## config.mk

```make
export PLATFORM = sky130hd
export DESIGN_NAME = uart_trx
export DESIGN_NICKNAME = d
export VERILOG_FILES = /design/src/rtl/uart_pkg.sv /design/src/rtl/uart_rx_eng.sv /design/src/rtl/uart_trx.sv
export SDC_FILE = /design/constraint.sdc
export NUM_CORES = 1
export LEC_CHECK = 0
export ABC_AREA = 0
export BUFFER_PORTS_ARGS = -buffer_cell sky130_fd_sc_hd__buf_2
export CORE_MARGIN = 8
export CORE_UTILIZATION = 64
export CTS_CLUSTER_DIAMETER = 80
export DETAILED_ROUTE_END_ITERATION = 8
export MAX_ROUTING_LAYER = met4
export PLACE_DENSITY = 0.84
export SYNTH_ARGS = -nofsm -noshare
export SYNTH_HDL_FRONTEND = slang
export SYNTH_SLANG_ARGS = --single-unit
export TNS_END_PERCENT = 30
```

## constraint.sdc

```tcl
create_clock -name clk -period 5.7 [get_ports clk]
set_clock_uncertainty 0.05 [all_clocks]
set_input_delay 0.285 -clock clk [delete_from_list [all_inputs] [get_ports clk]]
set_output_delay 0.285 -clock clk [all_outputs]
set_load 0.02 [all_outputs]
```

## src/rtl/uart_pkg.sv

```systemverilog
// Shared definitions for the 8N1 UART transceiver: FSM state encoding and default timing.
package uart_pkg;

    typedef enum logic [1:0] {
        StIdle,
        StStart,
        StData,
        StStop
    } uart_st_e;

    localparam int unsigned CLK_FREQ_DEF   = 50_000_000;
    localparam int unsigned BAUD_RATIO_DEF = 115200;
    localparam int unsigned BIT_CYC        = CLK_FREQ_DEF / BAUD_RATIO_DEF;
    localparam int unsigned HALF_CYC       = BIT_CYC / 2;

    function automatic int unsigned cnt_width(input int unsigned cyc);
        return $clog2(cyc) + 1;
    endfunction

endpackage

```

## src/rtl/uart_rx_eng.sv

```systemverilog
// UART receive engine: 2-flop synchronizer plus mid-bit sampling RX FSM.
module uart_rx_eng
    import uart_pkg::*;
#(
    parameter int unsigned BIT_CYC_P = BIT_CYC
) (
    input  logic       clk,
    input  logic       rst_n,
    input  logic       rxd,
    output logic       rvld,
    output logic [7:0] rdata
);

    localparam int unsigned CntW = cnt_width(BIT_CYC_P);
    localparam int unsigned HalfCyc = (BIT_CYC_P / 2 > 0) ? BIT_CYC_P / 2 : 1;
    localparam logic [CntW-1:0] BitLast = CntW'(BIT_CYC_P - 1);
    localparam logic [CntW-1:0] HalfLast = CntW'(HalfCyc - 1);

    logic [1:0]      r_sync;
    uart_st_e        r_st, w_st_d;
    logic [CntW-1:0] r_cnt, w_cnt_d;
    logic [2:0]      r_bit, w_bit_d;
    logic [7:0]      r_sh, w_sh_d;
    logic [7:0]      r_rdata, w_rdata_d;
    logic            r_rvld, w_rvld_d;
    logic            r_wait, w_wait_d;
    logic            w_rx;

    assign w_rx  = r_sync[1];
    assign rvld  = r_rvld;
    assign rdata = r_rdata;

    always_ff @(posedge clk or negedge rst_n) begin
        if (!rst_n) begin
            r_sync  <= 2'b11;
            r_st    <= StIdle;
            r_cnt   <= '0;
            r_bit   <= '0;
            r_sh    <= '0;
            r_rdata <= '0;
            r_rvld  <= 1'b0;
            r_wait  <= 1'b0;
        end else begin
            r_sync  <= {r_sync[0], rxd};
            r_st    <= w_st_d;
            r_cnt   <= w_cnt_d;
            r_bit   <= w_bit_d;
            r_sh    <= w_sh_d;
            r_rdata <= w_rdata_d;
            r_rvld  <= w_rvld_d;
            r_wait  <= w_wait_d;
        end
    end

    always_comb begin
        w_st_d    = r_st;
        w_cnt_d   = r_cnt + 1'b1;
        w_bit_d   = r_bit;
        w_sh_d    = r_sh;
        w_rdata_d = r_rdata;
        w_rvld_d  = 1'b0;
        w_wait_d  = r_wait;
        case (r_st)
            StIdle: begin
                w_cnt_d = '0;
                // After a framing error the line must go high before a new start is armed.
                if (w_rx) begin
                    w_wait_d = 1'b0;
                end else if (!r_wait) begin
                    w_st_d = StStart;
                end
            end
            StStart: begin
                if (r_cnt == HalfLast) begin
                    w_cnt_d = '0;
                    w_bit_d = '0;
                    w_st_d  = w_rx ? StIdle : StData;
                end
            end
            StData: begin
                if (r_cnt == BitLast) begin
                    w_cnt_d = '0;
                    w_sh_d  = {w_rx, r_sh[7:1]};
                    w_bit_d = r_bit + 3'd1;
                    if (r_bit == 3'd7) begin
                        w_st_d = StStop;
                    end
                end
            end
            StStop: begin
                if (r_cnt == BitLast) begin
                    w_cnt_d = '0;
                    w_st_d  = StIdle;
                    if (w_rx) begin
                        w_rdata_d = r_sh;
                        w_rvld_d  = 1'b1;
                    end else begin
                        w_wait_d = 1'b1;
                    end
                end
            end
            default: w_st_d = StIdle;
        endcase
    end

endmodule

```

## src/rtl/uart_trx.sv

```systemverilog
// Full-duplex 8N1 UART: inline TX serializer and uart_rx_eng deserializer, independent paths.
module uart_trx
    import uart_pkg::*;
#(
    parameter int unsigned CLK_FREQ   = CLK_FREQ_DEF,
    parameter int unsigned BAUD_RATIO = BAUD_RATIO_DEF
) (
    input  logic       clk,
    input  logic       rst_n,
    input  logic [7:0] tdata,
    input  logic       tvld,
    output logic       trdy,
    output logic       txd,
    input  logic       rxd,
    output logic       rvld,
    output logic [7:0] rdata
);

    localparam int unsigned BitCyc = CLK_FREQ / BAUD_RATIO;
    localparam int unsigned CntW = cnt_width(BitCyc);
    localparam logic [CntW-1:0] BitLast = CntW'(BitCyc - 1);

    uart_st_e        r_tx_st, w_tx_st_d;
    logic [CntW-1:0] r_tx_cnt, w_tx_cnt_d;
    logic [2:0]      r_tx_bit, w_tx_bit_d;
    logic [7:0]      r_tx_sh, w_tx_sh_d;
    logic            w_bit_end;

    assign w_bit_end = (r_tx_cnt == BitLast);

    always_ff @(posedge clk or negedge rst_n) begin
        if (!rst_n) begin
            r_tx_st  <= StIdle;
            r_tx_cnt <= '0;
            r_tx_bit <= '0;
            r_tx_sh  <= '0;
        end else begin
            r_tx_st  <= w_tx_st_d;
            r_tx_cnt <= w_tx_cnt_d;
            r_tx_bit <= w_tx_bit_d;
            r_tx_sh  <= w_tx_sh_d;
        end
    end

    always_comb begin
        w_tx_st_d  = r_tx_st;
        w_tx_cnt_d = w_bit_end ? '0 : r_tx_cnt + 1'b1;
        w_tx_bit_d = r_tx_bit;
        w_tx_sh_d  = r_tx_sh;
        trdy       = 1'b0;
        txd        = 1'b1;
        case (r_tx_st)
            StIdle: begin
                trdy       = 1'b1;
                w_tx_cnt_d = '0;
                if (tvld) begin
                    w_tx_st_d  = StStart;
                    w_tx_sh_d  = tdata;
                    w_tx_bit_d = '0;
                end
            end
            StStart: begin
                txd = 1'b0;
                if (w_bit_end) begin
                    w_tx_st_d = StData;
                end
            end
            StData: begin
                txd = r_tx_sh[0];
                if (w_bit_end) begin
                    w_tx_sh_d  = {1'b0, r_tx_sh[7:1]};
                    w_tx_bit_d = r_tx_bit + 3'd1;
                    if (r_tx_bit == 3'd7) begin
                        w_tx_st_d = StStop;
                    end
                end
            end
            StStop: begin
                if (w_bit_end) begin
                    w_tx_st_d = StIdle;
                end
            end
            default: w_tx_st_d = StIdle;
        endcase
    end

    uart_rx_eng #(
        .BIT_CYC_P(BitCyc)
    ) u_rx_eng (
        .clk  (clk),
        .rst_n(rst_n),
        .rxd  (rxd),
        .rvld (rvld),
        .rdata(rdata)
    );

endmodule

```

==> metrics list <==
- The first global-routing pass estimated 9210 um of wire.
* Number of max-slew violations in the final report: 0
- The commonest cells after synthesis are 56 x sky130_fd_sc_hd__dfrtp_1, 26 x sky130_fd_sc_hd__nor2_1, 24 x sky130_fd_sc_hd__mux2_2.
- Cell area after layout: 0.00340 sq mm
* Share of layout cells above drive strength 1: 0.297
* TritonCTS clock tree: done
- IR analysis of the VDD net gives a maximum drop of 165 uV.
- A synthesized cell averages 12.1 sq um.
- The final layout contains 310 nets.
- 23 I/O pins were placed.
- Via count of the routed design: 1917
* Synthesis-stage register bit count: 58
- For this configuration, the core starts out at a cell density of 0.654.
- The first detailed-routing pass took 4 iterations.
- Clock tree synthesis inserted a total of 9 buffers.
* Largest stage delay on the critical path: 0.58 ns
- Die Y-Extent: 84.8 um
- Yosys warnings: 0
- STA classifies the critical path startpoint as a flop.
- The worst setup path is captured at a flop.
* Gr usage total: 0.165
- After clock tree synthesis, the clock-pin slew on the worst setup and hold paths is 0.07 ns.
- Among all flip-flop cells after synthesis, the most frequent one is sky130_fd_sc_hd__dfrtp_1.
- The most critical setup path has its startpoint at r_tx_st[0].
- Power per cell area: 234 mW/mm^2
- Post-CTS setup buffer count: 0
- Startpoint of the lowest-slack register-to-register path: r_tx_st[0]
* Critical path arrival: 2.35 ns
- Dividing the final minimum period by the clock period gives 0.383.
- Number of DRC violations after detailed routing: 0
* Post-route minimum period: 2.18 ns
* Netlist cell types: 43
* Worst-path cell chain: inv_1, ha_1, o21ai_0, a21o_1, mux2_4
* Worst-Skew Late Latency: 0.33 ns
* Total setup violations reported at the end of the flow: 0
* Rows: 25
- Worst Setup Path Type: flop to flop
* Number of nets with antenna violations after detailed routing: 0
- Initial DRC count: 62
- Count of port buffers added during placement: 22
- Antenna diode count: 0
- Slew @ Worst Pin: 0.708 ns
- Fraction of post-synthesis cell area in the top cell type by area: 0.463
- After clock tree synthesis, the repair step resized 0 gates.
- No sink is reached through more buffers than the 2 on the longest clock path.
* Register-to-Register Setup Slack: 3.52 ns
- At the end of routability-driven placement, the weighted congestion stood at 0.779.
- For this run, the top clock speed supported by timing is 0.458 GHz.
* Area enclosed by the die boundary: 0.00719 sq mm
- The core region is 0.00463 sq mm.
- For the final routed database, the setup TNS stands at 0 ns.
- Clock tree synthesis found a total of 58 sinks.
- Entering global routing, the biggest net connects 59 pins.
- The number of global-route vias before repair is 2024.
* Net count after synthesis: 279
* Post-Layout Cell Count: 340
* RSZ-0062 raised after global routing: no
- Yosys top cell by area: sky130_fd_sc_hd__dfrtp_1
- The final layout contains routed wiring with a total length of 5190 um.
- Among all cell types in the netlist, the one instantiated most often is sky130_fd_sc_hd__dfrtp_1.
- The placed instances occupy a cell area of 0.00319 sq mm.
- At the worst endpoint, the required time is 5.87 ns.
- In the routed layout, each cell is associated on average with a via count of 5.64.
* End of the worst register-to-register path: r_tx_sh[2]
- Placed cells: 323
- Detailed placement ended at an HPWL of 3550 um.
- On the critical path, the stage with the largest delay is an instance of sky130_fd_sc_hd__ha_1.
- The final-report hold violation count came to 0.
* Worst Hold Slack: 0.0158 ns
* Detailed-route wire length per cell: 15.3 um
- The worst pin sits at a relative slew slack of 0.528.
- Relative to the synthesized area, the layout overhead comes to 12.2%.
- For this design the static power due to leakage is 0.00176 uW.
- Along the worst path, the maximum fanout reaches 19.
* Number of levels the H-tree was split into: 3
- Total power of the final layout: 794 uW
- The die is 84.8 um wide.
* Fraction of registers with async set or reset after synthesis: 1.00
- Across the run, the number of max-cap violations was 0.
* Run status: finished, final reports clean
- The min-delay analysis places its worst path in the category input pin to async pin.
- Share of synthesized area occupied by flip-flops and latches: 0.480
- Yosys mapped a number of flops with a built-in enable equal to 0.
- The cell sitting at the root of the clock tree is a sky130_fd_sc_hd__clkbuf_8.
* Initial antenna violation count: 0
- For the worst flop-to-flop path, the logic depth is 5.
- Cell types with the largest area share after synthesis: sky130_fd_sc_hd__dfrtp_1 46%, sky130_fd_sc_hd__mux2_2 8.9%, sky130_fd_sc_hd__ha_1 7.0%
- Mapped Cells: 250
- Cell area after synthesis: 0.00303 sq mm
* Remaining Overflow, GRT: 0
-- metal layers --
layer	up-vias	global-route usage	routed length (um)
met2	24	0.256	2520
met4	0	0.0761	107
met3	11	0.0478	161
met1	937	0.194	2410
li1	945	-	-
met5	-	-	0
-- stage by stage --
step,setup WS [ns],utilization
floorplan,3.86,-
global placement,3.60,0.689
detailed placement,3.51,0.689
CTS,3.50,0.734
global route,3.39,0.734
finish,3.52,0.734
-- timing repair --
item | CTS | global route
endpoints found under the hold margin | 1 | 0
endpoints found under the setup margin | 0 | 0
hold buffers | 1 | 0
-- area by class of cell --
type | count | area (sq um)
multi-input cells | 174 | 1500
inverters | 14 | 52.6
well taps | 54 | 67.6
fillers | 338 | 1230
clock inverters | 3 | 21.3
flip-flops and latches | 58 | 1450
repair buffers | 24 | 128
clock buffers | 13 | 179
-- layout by cell type (no fill, tap or decap), drive strengths merged, types with 2 or more instances in the layout --
cell	count
a21o	3
a22o	2
and2	2
and3	6
and4	4
and4bb	2
buf	23
clkbuf	13
clkinv	2
dfrtp	56
dfstp	2
ha	17
inv	14
mux2	33
mux2i	6
nand2	11
nand2b	3
nand3	9
nand4	8
nor2	26
nor2b	2
nor3	2
nor3b	2
o21a	2
o21ai	5
xnor2	2
xor2	14
-- registers in the layout, summed over array words and instances, names as in the netlist, named ones only --
signal	flops
r_tx_cnt	10
u_rx_eng.r_cnt	10
r_tx_sh	8
u_rx_eng.r_sh	8
u_rx_eng.rdata	8
r_tx_bit	3
u_rx_eng.r_bit	3
r_tx_st	2
u_rx_eng.r_sync	2
u_rx_eng.r_st	1
u_rx_eng.r_wait	1
u_rx_eng.rvld	1
-- worst max-delay path: cells and delay by family (launching register included) --
kind,cells,cell delay [ns]
buffers and inverters,1,0.09
adder cells (fa/ha/maj),1,0.58
multiplexers,1,0.36
flip-flops,1,0.41
AO/OA/AOI/OAI,2,0.58
-- kinds of logic (layout without fill, tap and decap cells) --
family,Yosys count,count (layout),synth area share
buffers and inverters,18,54,0.0256
multiplexers,39,39,0.154
adder cells (fa/ha/maj),17,17,0.0702
flip-flops,58,58,0.480
AND/OR/NAND/NOR,83,83,0.166
AO/OA/AOI/OAI,19,19,0.0582
XOR/XNOR,16,16,0.0463
-- worst max path at each step --
stage                       endpoint  depth (start not counted)
after floorplan           r_tx_sh[6]                          6
after detailed placement  r_tx_sh[2]                          5
after CTS                 r_tx_sh[2]                          5
after global placement    r_tx_sh[3]                          5
final                     r_tx_sh[2]                          5
after global routing      r_tx_sh[2]                          5
-- power by group --
part           total (uW)  switching [uW]  internal [uW]
clock                 365             160            205
sequential            414           0.876            413
combinational        15.6            9.67           5.93
Power figures use the tool's default switching activity.
